===== src/rtl/seq_divider.sv =====
// Multi-cycle non-restoring divider: one quotient bit per clock, signed/unsigned
// operands, divide-by-zero detection, start/done handshake, {quotient, remainder} result.
module seq_divider #(
    parameter int BITS = 32
) (
    input  logic              clk,
    input  logic              reset,
    input  logic              start,
    input  logic              signed_mode,
    input  logic [BITS-1:0]   dividend,
    input  logic [BITS-1:0]   divisor,
    output logic              busy,
    output logic              done,
    output logic              div_by_zero,
    output logic [2*BITS-1:0] result
);

    localparam int CW = $clog2(BITS + 1);
    localparam logic [CW-1:0] LAST_STEP = CW'(BITS - 1);

    typedef enum logic [1:0] {
        S_IDLE,
        S_RUN,
        S_FIX
    } state_t;

    state_t              state_q, state_d;
    logic [BITS:0]       a_q, a_d;
    logic [BITS-1:0]     q_q, q_d;
    logic [BITS-1:0]     m_q, m_d;
    logic [CW-1:0]       count_q, count_d;
    logic                neg_n_q, neg_n_d;
    logic                neg_d_q, neg_d_d;
    logic                zero_q, zero_d;
    logic                done_q, done_d;
    logic                dbz_q, dbz_d;
    logic [2*BITS-1:0]   result_q, result_d;

    logic [BITS:0]       a_sh;
    logic [BITS:0]       a_step;
    logic [BITS-1:0]     rem_mag;
    logic [BITS-1:0]     quo;
    logic [BITS-1:0]     rem;

    always_comb begin
        state_d  = state_q;
        a_d      = a_q;
        q_d      = q_q;
        m_d      = m_q;
        count_d  = count_q;
        neg_n_d  = neg_n_q;
        neg_d_d  = neg_d_q;
        zero_d   = zero_q;
        done_d   = 1'b0;
        dbz_d    = dbz_q;
        result_d = result_q;
        a_sh     = '0;
        a_step   = '0;
        rem_mag  = '0;
        quo      = '0;
        rem      = '0;

        case (state_q)
            S_IDLE: begin
                if (start) begin
                    neg_n_d = signed_mode & dividend[BITS-1];
                    neg_d_d = signed_mode & divisor[BITS-1];
                    a_d     = '0;
                    count_d = '0;
                    if (divisor == '0) begin
                        // Keep the raw dividend in Q so it can be returned as the remainder.
                        zero_d  = 1'b1;
                        q_d     = dividend;
                        m_d     = '0;
                        state_d = S_FIX;
                    end else begin
                        zero_d  = 1'b0;
                        q_d     = (signed_mode && dividend[BITS-1]) ? -dividend : dividend;
                        m_d     = (signed_mode && divisor[BITS-1])  ? -divisor  : divisor;
                        state_d = S_RUN;
                    end
                end
            end

            S_RUN: begin
                a_sh    = {a_q[BITS-1:0], q_q[BITS-1]};
                a_step  = a_q[BITS] ? (a_sh + {1'b0, m_q}) : (a_sh - {1'b0, m_q});
                a_d     = a_step;
                q_d     = {q_q[BITS-2:0], ~a_step[BITS]};
                count_d = count_q + 1'b1;
                if (count_q == LAST_STEP) begin
                    state_d = S_FIX;
                end
            end

            S_FIX: begin
                state_d = S_IDLE;
                done_d  = 1'b1;
                if (zero_q) begin
                    dbz_d    = 1'b1;
                    result_d = {{BITS{1'b1}}, q_q};
                end else begin
                    // Final remainder is below M, so the restore fits in BITS bits.
                    rem_mag  = a_q[BITS] ? (a_q[BITS-1:0] + m_q) : a_q[BITS-1:0];
                    quo      = (neg_n_q ^ neg_d_q) ? -q_q : q_q;
                    rem      = neg_n_q ? -rem_mag : rem_mag;
                    dbz_d    = 1'b0;
                    result_d = {quo, rem};
                end
            end

            default: begin
                state_d = S_IDLE;
            end
        endcase
    end

    always_ff @(posedge clk) begin
        if (reset) begin
            state_q  <= S_IDLE;
            a_q      <= '0;
            q_q      <= '0;
            m_q      <= '0;
            count_q  <= '0;
            neg_n_q  <= 1'b0;
            neg_d_q  <= 1'b0;
            zero_q   <= 1'b0;
            done_q   <= 1'b0;
            dbz_q    <= 1'b0;
            result_q <= '0;
        end else begin
            state_q  <= state_d;
            a_q      <= a_d;
            q_q      <= q_d;
            m_q      <= m_d;
            count_q  <= count_d;
            neg_n_q  <= neg_n_d;
            neg_d_q  <= neg_d_d;
            zero_q   <= zero_d;
            done_q   <= done_d;
            dbz_q    <= dbz_d;
            result_q <= result_d;
        end
    end

    assign busy        = (state_q != S_IDLE);
    assign done        = done_q;
    assign div_by_zero = dbz_q;
    assign result      = result_q;

endmodule


===== config.mk =====
export PLATFORM = sky130hd
export DESIGN_NAME = seq_divider
export DESIGN_NICKNAME = d
export VERILOG_FILES = /design/src/rtl/seq_divider.sv
export SDC_FILE = /design/constraint.sdc
export NUM_CORES = 1
export LEC_CHECK = 0
export ABC_AREA = 1
export BUFFER_PORTS_ARGS = -buffer_cell sky130_fd_sc_hd__buf_2
export CORE_MARGIN = 4
export CORE_UTILIZATION = 52
export CTS_CLUSTER_DIAMETER = 30
export CTS_CLUSTER_SIZE = 28
export DETAILED_ROUTE_END_ITERATION = 6
export GPL_TIMING_DRIVEN = 0
export PLACE_DENSITY = 0.78
export REMOVE_ABC_BUFFERS = 1
export SLEW_MARGIN = 20
export SYNTH_ARGS = -nofsm -noshare
export SYNTH_HDL_FRONTEND = slang
export SYNTH_SLANG_ARGS = --single-unit

===== constraint.sdc =====
create_clock -name clk -period 4.22 [get_ports clk]
set_input_delay 0.211 -clock clk [delete_from_list [all_inputs] [get_ports clk]]
set_output_delay 0.211 -clock clk [all_outputs]
set_load 0.05 [all_outputs]

---- Word level (Yosys, flattened, before mapping) ----
Index checks and enable logic that the tools add are counted.
operators by class
  reductions and logical operators ........ 9
  $add $sub $neg .......................... 8
  bitwise operators ....................... 4
  eq/ne operators ......................... 5
  mux-type cells .......................... 22
operators by type and width
  kind                   count
  $mux W32               8
  $neg A32 Y32           4
  $mux W33               2
  $pmux W33 S2           1
  $mux W64               1
  $pmux W32 S2           1
  $add A33 B32 Y33       1
  $sub A33 B32 Y33       1
  $add A32 B32 Y32       1
  $logic_not A32 Y1      1
  $pmux W6 S2            1
  $add A6 B1 Y6 const B  1
  $eq A6 B5 Y1 const B   1
  $mux W2                3
  $mux W6                1
  $reduce_and A2 Y1      3
  $ne A2 B2 Y1 const B   2
  $pmux W2 S2            1
  $reduce_bool A2 Y1     2
  $mux W1                3
  $and A1 B1 Y1          2
  $eq A2 B1 Y1 const B   1
  $eq A2 B2 Y1 const B   1
  $logic_and A1 B1 Y1    2
  other kinds (3)        3
word-level totals
  input bits .............................. 68
  register bits after elaboration ......... 174
  output and inout port bits .............. 67

---- Longest topological paths before layout ----
Gate-level depths: netlist (run 1).
  depth in word-level cells ............... 5
  depth in mapped cells ................... 24
  mapped depth without buffers ............ 24

---- Worst setup path after synthesis (run 1) ----
Ideal clock, no wire load.
  path type ............................... reg-to-reg
  start ................................... register a_q[32]
  end ..................................... register a_q[24]
  required time ........................... 4.088 ns
  cell stages (with the launch flop) ...... 23
  clock period less this slack ............ 3.740 ns
  data arrival time ....................... 3.608 ns
  path slack .............................. 0.480 ns
  cells stage by stage .................... dfxtp_1 buf_2 buf_4 buf_2 buf_2 clkbuf_1 buf_2 nand2_1 o21ai_0 inv_1 fa_1 inv_1 nand3_1 nand2_1 nand2_1 a21oi_1 a31oi_1 o21ai_0 nand2_1 o21ai_0 a21oi_1 o21ai_0 a21oi_1
on the way
  word-level cells in the longest chain between the ends .. 2
RTL lines
  what                    RTL line  source
  from (decl)             28        logic [BITS:0] a_q, a_d;
  from (signal assigned)  121       a_q <= '0;
  from (signal assigned)  133       a_q <= a_d;
  $mux W33                87        a_step = a_q[BITS] ? (a_sh + {1'b0, m_q}) : (a_sh - {1'b0, m_q});
  $pmux W33 S2            63        case (state_q)
No other way between the ends.
A chain may end at the register's enable or synchronous reset.

---- Worst setup path in the final report (run 1) ----
  start ................................... register m_q[1]
  end ..................................... register q_q[0]
on the way
  word-level cells in the longest chain between the ends .. 4
  elaborated cells between the ends (all ways) .. 5
  those cells by class .................... 2 x add/sub; 2 x mux; 1 x bitwise
RTL lines
  what                                                         RTL line  source
  from (decl)                                                  30        logic [BITS-1:0] m_q, m_d;
  from (signal assigned)                                       135       m_q <= m_d;
  $sub A33 B32 Y33 / $add A33 B32 Y33 (equally long branches)  87
  $mux W33 *                                                   87
  $not A1 Y1 *                                                 89        q_d = {q_q[BITS-2:0], ~a_step[BITS]};
  $pmux W32 S2 *                                               63
  to (signal assigned)                                         134       q_q <= q_d;
  to (decl)                                                    29        logic [BITS-1:0] q_q, q_d;
Every way passes the cells marked *; elsewhere a longest branch is shown, timed or not.

==> results of run 1 <==
-- worst paths after layout --
kind	to	slack (ns)	startpoint	cells after the start
max	q_q[0]	0.14	m_q[1]	24
min	m_q[4]	0.07	divisor[4]	4
max reg2reg	q_q[0]	0.14	m_q[1]	24
min reg2reg	q_q[20]	0.48	q_q[20]	2
-- tightest hold or removal path, delay by kind of cell --
kind | cells | cell delay [ns]
xor+xnor | 1 | 0.08
compound gates | 1 | 0.05
buf+inv | 1 | 0.09
simple gates | 1 | 0.05
-- state kept, by name, summed over array words and instances, names as in the netlist, 2 cells and up --
signal / cells
state_q: 2
result: 64
a_q: 33
m_q: 32
q_q: 32
count_q: 6
-- area by class of cell --
class                      count  area share
multi-input combinational   2036       0.610
sequential                   174       0.200
inverter                     350      0.0755
timing repair buffer         147      0.0511
tap                          390      0.0279
clock buffer                  18      0.0251
clock inverter                14     0.00988
-- cell families after synthesis --
family | Yosys count | synth area share
XOR/XNOR | 108 | 0.0603
AO/OA/AOI/OAI | 562 | 0.195
flip-flops | 174 | 0.222
AND/OR/NAND/NOR | 1295 | 0.357
buffers and inverters | 446 | 0.108
adder cells (fa/ha/maj) | 71 | 0.0576
-- report_power, final --
group	internal [W]	switching, W	total, W
clock	0.000864	0.000829	0.00169
combinational	0.00269	0.00511	0.00780
sequential	0.00195	0.000511	0.00246
total	0.00550	0.00645	0.0119
-- per-stage QoR --
step	total power [W]	hold slack, ns	utilization	setup TNS [ns]
floorplan	0.00799	0.280	-	-65.13
global placement	0.00964	0.454	0.554	-490.46
detailed placement	0.00988	0.464	0.561	-1.04
CTS	0.0116	0.0637	0.583	0
global route	0.0130	0.0883	0.588	-0.0597
finish	0.0119	0.0734	0.588	0
-- metal layers --
layer | track usage | up-vias | wire [um]
met1 | 0.411 | 8152 | 22900
met3 | 0.0549 | 111 | 4130
met2 | 0.475 | 678 | 23100
met5 | 0 | - | 0
li1 | - | 8796 | -
met4 | 0.101 | 0 | 1630
-- layout by cell type (no fill, tap or decap), types with 13 or more instances in the layout --
cell type,instances
or2_2,34
inv_2,14
inv_1,330
a21oi_1,224
nand3_1,148
xnor2_1,24
o211ai_1,15
nor2_1,224
dfxtp_1,170
nand2_2,20
nand4_1,39
clkbuf_16,17
nor2_2,13
buf_2,133
nor3_1,34
ha_1,68
nand2_1,720
a31oi_1,22
o21ai_0,227
xor2_1,83
o221ai_1,16
-- timing repair --
item / CTS / global route
setup buffers: 1 / 6
pin swaps: 1 / 11
endpoints found under the setup margin: 2 / 12
hold buffers: 0 / 0
gates resized for setup: 5 / 29
==> impl_metrics.yaml, run 1 <==
run_status:
  status: "finished, violations left"
  violations: "design-rule violations"
finish:
  num-fill-cells: 2932
  multi_input_area_mm2: 0.0107
  num-nets-final: 2865
  register_area_mm2: 0.00349
  drive_above_1_share: 0.116
  layoutNonFillerInstCount: 3129
  syn2layout_area_growth_pct: 11.3
  antenna_cells: 0
  final_area_mm2: 0.0175
floorplan:
  start_util: 0.528
  die_h_um: 182
  num_rows: 63
  die_w_um: 182
  core_area_mm2: 0.0297
  dieArea_mm2: 0.0330
  ios: 135
clock_tree:
  cts_buffer_depth: 2
  cts-root-buf: "clkbuf_16"
  clock_latency_ns: 0.45
  cts.htree.levels: 4
  cts.sinks: 174
  numCtsBuffers: 17
  cts_tree: "built"
  clk_pin_slew_ns: 0.08
route:
  avgRoutedWirePerCell_um: 16.5
  avgViaCountPerCell: 5.67
  num_vias: 17700
  drt_iter0_drc: 1566
  antenna_left: 0
  drc: 8
  drt_pass1_iterations: 7
  drt_wl_total_um: 51800
sta:
  relSlewSlack: 0.261
  clock_skew_ns: 0.0108
  setup_violations: 0
  rsz0062_at_grt: "yes"
  worst_slew_pin_slew_ns: 1.10
  slew_violations: 0
  hold_viol: 0
  min_period_ns: 4.08
  period_share: 0.966
  fmax_ghz: 0.245
  worst_slack_ns: 0.144
critical_path:
  critPathRequiredTime_ns: 4.60
  cpPeakStageDelay_ns: 0.38
  crit_chain: "inv_1 > ha_2 > nand4_1 > nor2_2 > nand2_2 > nor4_4 > nand4_1 > nor3_4 > buf_4 > a31oi_1 > xor2_1 > ha_1 > nand2_1 > inv_1 > a21oi_1 > nor2_1 > nor2_1 > o211ai_1 > a21oi_2 > a21oi_2 > o21ai_2 > buf_4 > nand2_1 > a21oi_1"
  cp_num_buf_inv: 4
  end_kind: "register"
  startpoint_type: "register"
  critical_path.max_fanout: 6
  critical_path_class: "reg2reg"
  arrival_ns: 4.45
  crit_slowest_cell: "dfxtp_4"
  cp_top_family: "simple AND/OR/NAND/NOR gates"
yosys:
  async_flop_share: 0
  ys.flop_type: "dfxtp_1"
  yosysMostFrequentCell: "nand2_1"
  synthDistinctLibCells: 51
  synth_top_area_frac: 0.222
  synth.area.top_cells: "dfxtp_1 (22%), nand2_1 (17%), inv_1 (8.0%)"
  syn-cell-area_mm2: 0.0157
  ys_warn_count: 0
  synth_edf_count: 0
  synth_top_area_cell: "dfxtp_1"
  synth-seq-cells: 174
  syn_inst: 2656
  ys_top_cells_by_count: "nand2_1 (726), inv_1 (333), o21ai_0 (233)"
  avgSynthCellArea_um2: 5.91
  ys_seq_area_frac: 0.222
pwr:
  p_leak_nw: 8.42
  ir_drop_mv: 0.445
  power_density_mw_per_mm2: 684
placed_design:
  placed_cells: 3090
  place_area_mm2: 0.0167
  gp_congestion: 0.965
  port_buffers: 134
  place_hpwl_um: 39400
  pre_cts_ws_ns: -0.546
flow_run:
  drv_cap: 0
grt:
  grt_max_degree: 77
  grt_remaining_overflow: 0
  grt_use_total: 0.299
  grt_pass1_vias: 16000
  antenna_found_initial: 0
  grt_first_pass_wirelength_um: 81500
worst_hold_path:
  hp-class: "in2reg"
Note: power is estimated with default switching activity, not from simulation.
==> inputs of run 2 (changes only) <==
--- a/config.mk
+++ b/config.mk
@@ -8,12 +8,12 @@
 export ABC_AREA = 1
 export BUFFER_PORTS_ARGS = -buffer_cell sky130_fd_sc_hd__buf_2
 export CORE_MARGIN = 4
-export CORE_UTILIZATION = 52
+export CORE_UTILIZATION = 62
 export CTS_CLUSTER_DIAMETER = 30
 export CTS_CLUSTER_SIZE = 28
 export DETAILED_ROUTE_END_ITERATION = 6
 export GPL_TIMING_DRIVEN = 0
-export PLACE_DENSITY = 0.78
+export PLACE_DENSITY = 0.89
 export REMOVE_ABC_BUFFERS = 1
 export SLEW_MARGIN = 20
 export SYNTH_ARGS = -nofsm -noshare
==> run 2 against run 1 <==
The flow still finishes with violations (design-rule violations). Power shrank 0.47%. Clock skew up 0.0058 ns. Sequential power hardly changed. Count of clock-buffer cells in the layout decreased by 1. Combinational power barely moved. Die area decreased by 15%.
==> impl_metrics.yaml, run 2 (same netlist as run 1, synthesis figures left out) <==
run_status:
  status: "finished, violations left"
  violations: "design-rule violations"
sta:
  whs_ns: 0.0658
  slew_violations: 0
  worst_slew_pin_slew_ns: 1.04
  worst_slack_ns: 0.154
  period_share: 0.964
  relSlewSlack: 0.304
  hold_viol: 0
  setup_violations: 0
  min_period_ns: 4.07
  fmax_ghz: 0.246
  clock_skew_ns: 0.0167
clock_tree:
  cts.sinks: 174
  cts-root-buf: "clkbuf_16"
  numCtsBuffers: 17
  clock_latency_ns: 0.46
  cts_buffer_depth: 2
  clk_pin_slew_ns: 0.08
  ctsHoldBuffers: 0
  cts_tree: "built"
  cts.htree.levels: 4
worst_hold_path:
  worstHoldStart: "divisor[0]"
  hp-class: "in2reg"
floorplan:
  die_w_um: 167
  core_area_mm2: 0.0246
  dieArea_mm2: 0.0279
  start_util: 0.638
  num_rows: 57
  die_h_um: 167
  ios: 135
finish:
  drive_above_1_share: 0.116
  postLayoutCoreUtil: 0.706
  final_cell_mix: "nand2_1 (721), inv_1 (330), o21ai_0 (229), nor2_1 (225), a21oi_1 (225)"
  num-nets-final: 2868
  largest_register_ffs: 64
  final_common_cell: "nand2_1"
  syn2layout_area_growth_pct: 10.7
  layoutNonFillerInstCount: 3066
  final_area_mm2: 0.0174
route:
  drt_pass1_iterations: 7
  drt_iter0_drc: 2037
  num_vias: 18100
  avgRoutedWirePerCell_um: 16.7
  avgViaCountPerCell: 5.89
  drc: 11
  drt_wl_total_um: 51200
  antenna_left: 0
placed_design:
  gp_congestion: 0.997
  place_area_mm2: 0.0166
  placed_cells: 3025
  place_hpwl_um: 38800
  port_buffers: 134
  pre_cts_ws_ns: -0.544
critical_path:
  arrival_ns: 4.40
  cp_num_buf_inv: 3
  cp_top_family: "simple AND/OR/NAND/NOR gates"
  r2r_start: "m_q[1]"
  critical_path_class: "reg2reg"
  cpPeakStageDelay_ns: 0.38
  crit_slowest_cell: "dfxtp_4"
  critPathRequiredTime_ns: 4.55
  crit_start: "m_q[1]"
  startpoint_type: "register"
  end_kind: "register"
  cpMostUsedCell: "nand2_2"
  crit_chain: "inv_1 > ha_2 > nand4_1 > nor2_2 > nand2_2 > nor4_4 > nand4_1 > nor3_2 > nand2_1 > nand2_2 > o21ai_2 > xor2_1 > ha_1 > nand2_2 > nor3_2 > inv_1 > nor2_1 > inv_1 > o211ai_1 > a21oi_2 > a21oi_2 > o21ai_4 > nand2_2 > a21oi_2"
  critical_path.max_fanout: 6
flow_run:
  drv_cap: 0
grt:
  grt_remaining_overflow: 0
  grt_first_pass_wirelength_um: 80400
  antenna_found_initial: 2
  grt_pass1_vias: 16200
  grt_use_total: 0.347
  grt_max_degree: 77
pwr:
  ir_drop_mv: 0.532
  p_leak_nw: 8.41
  power_density_mw_per_mm2: 685
## run 2: changes by cell type in the layout (fill, tap and decap cells not counted), sizes merged
cell / previous run / this run
buf: 147 / 150
bufinv: 1 / 0
clkbuf: 18 / 17
clkinv: 10 / 11
diode: 0 / 1
## run 2: final cells by class
cell class	count	area, um2
multi-input combinational	2036	10700
tap	324	405
sequential	174	3490
inverter	350	1320
timing repair buffer	150	927
clock buffer	17	425
clock inverter	14	149
fill	2241	7230
antenna	1	2.50
## run 2: repair_timing
action                     in CTS  in global routing
resized for setup               5                 24
setup endpoints to repair       2                 10
pin swaps                       1                 13
setup buffers                   0                  9
## run 2: through the flow
| step | total power, W | setup TNS [ns] |
|---|---|---|
| 2_1_floorplan | 0.00799 | -65.13 |
| 3_3_place_gp | 0.00957 | -462.42 |
| 3_5_place_dp | 0.00984 | -1.05 |
| 4_1_cts | 0.0115 | 0 |
| 5_1_grt | 0.0129 | -0.0335 |
| 6_report | 0.0119 | 0 |
## run 2: power by group
| part | total (W) | internal, W | switching (W) |
|---|---|---|---|
| combinational | 0.00782 | 0.00268 | 0.00514 |
| clock | 0.00162 | 0.000787 | 0.000830 |
| sequential | 0.00245 | 0.00195 | 0.000505 |
## run 2: tightest hold or removal path: cells and delay by family
family / cells / cell delay (ns)
buffers and inverters: 1 / 0.12
AND/OR/NAND/NOR: 1 / 0.08
AO/OA/AOI/OAI: 1 / 0.06
## run 2: worst paths after layout
path	slack, ns	endpoint	cells past startpoint
min reg2reg	0.49	result[56]	2
min	0.07	m_q[0]	3
max	0.15	q_q[0]	24
max reg2reg	0.15	q_q[0]	24
## run 2: per-layer routing
metal | up-vias | wire length [um] | track usage
met5 | - | 17 | 0
met2 | 909 | 22700 | 0.547
met3 | 155 | 5170 | 0.0671
met1 | 8181 | 21200 | 0.465
met4 | 2 | 2100 | 0.146
li1 | 8808 | - | -
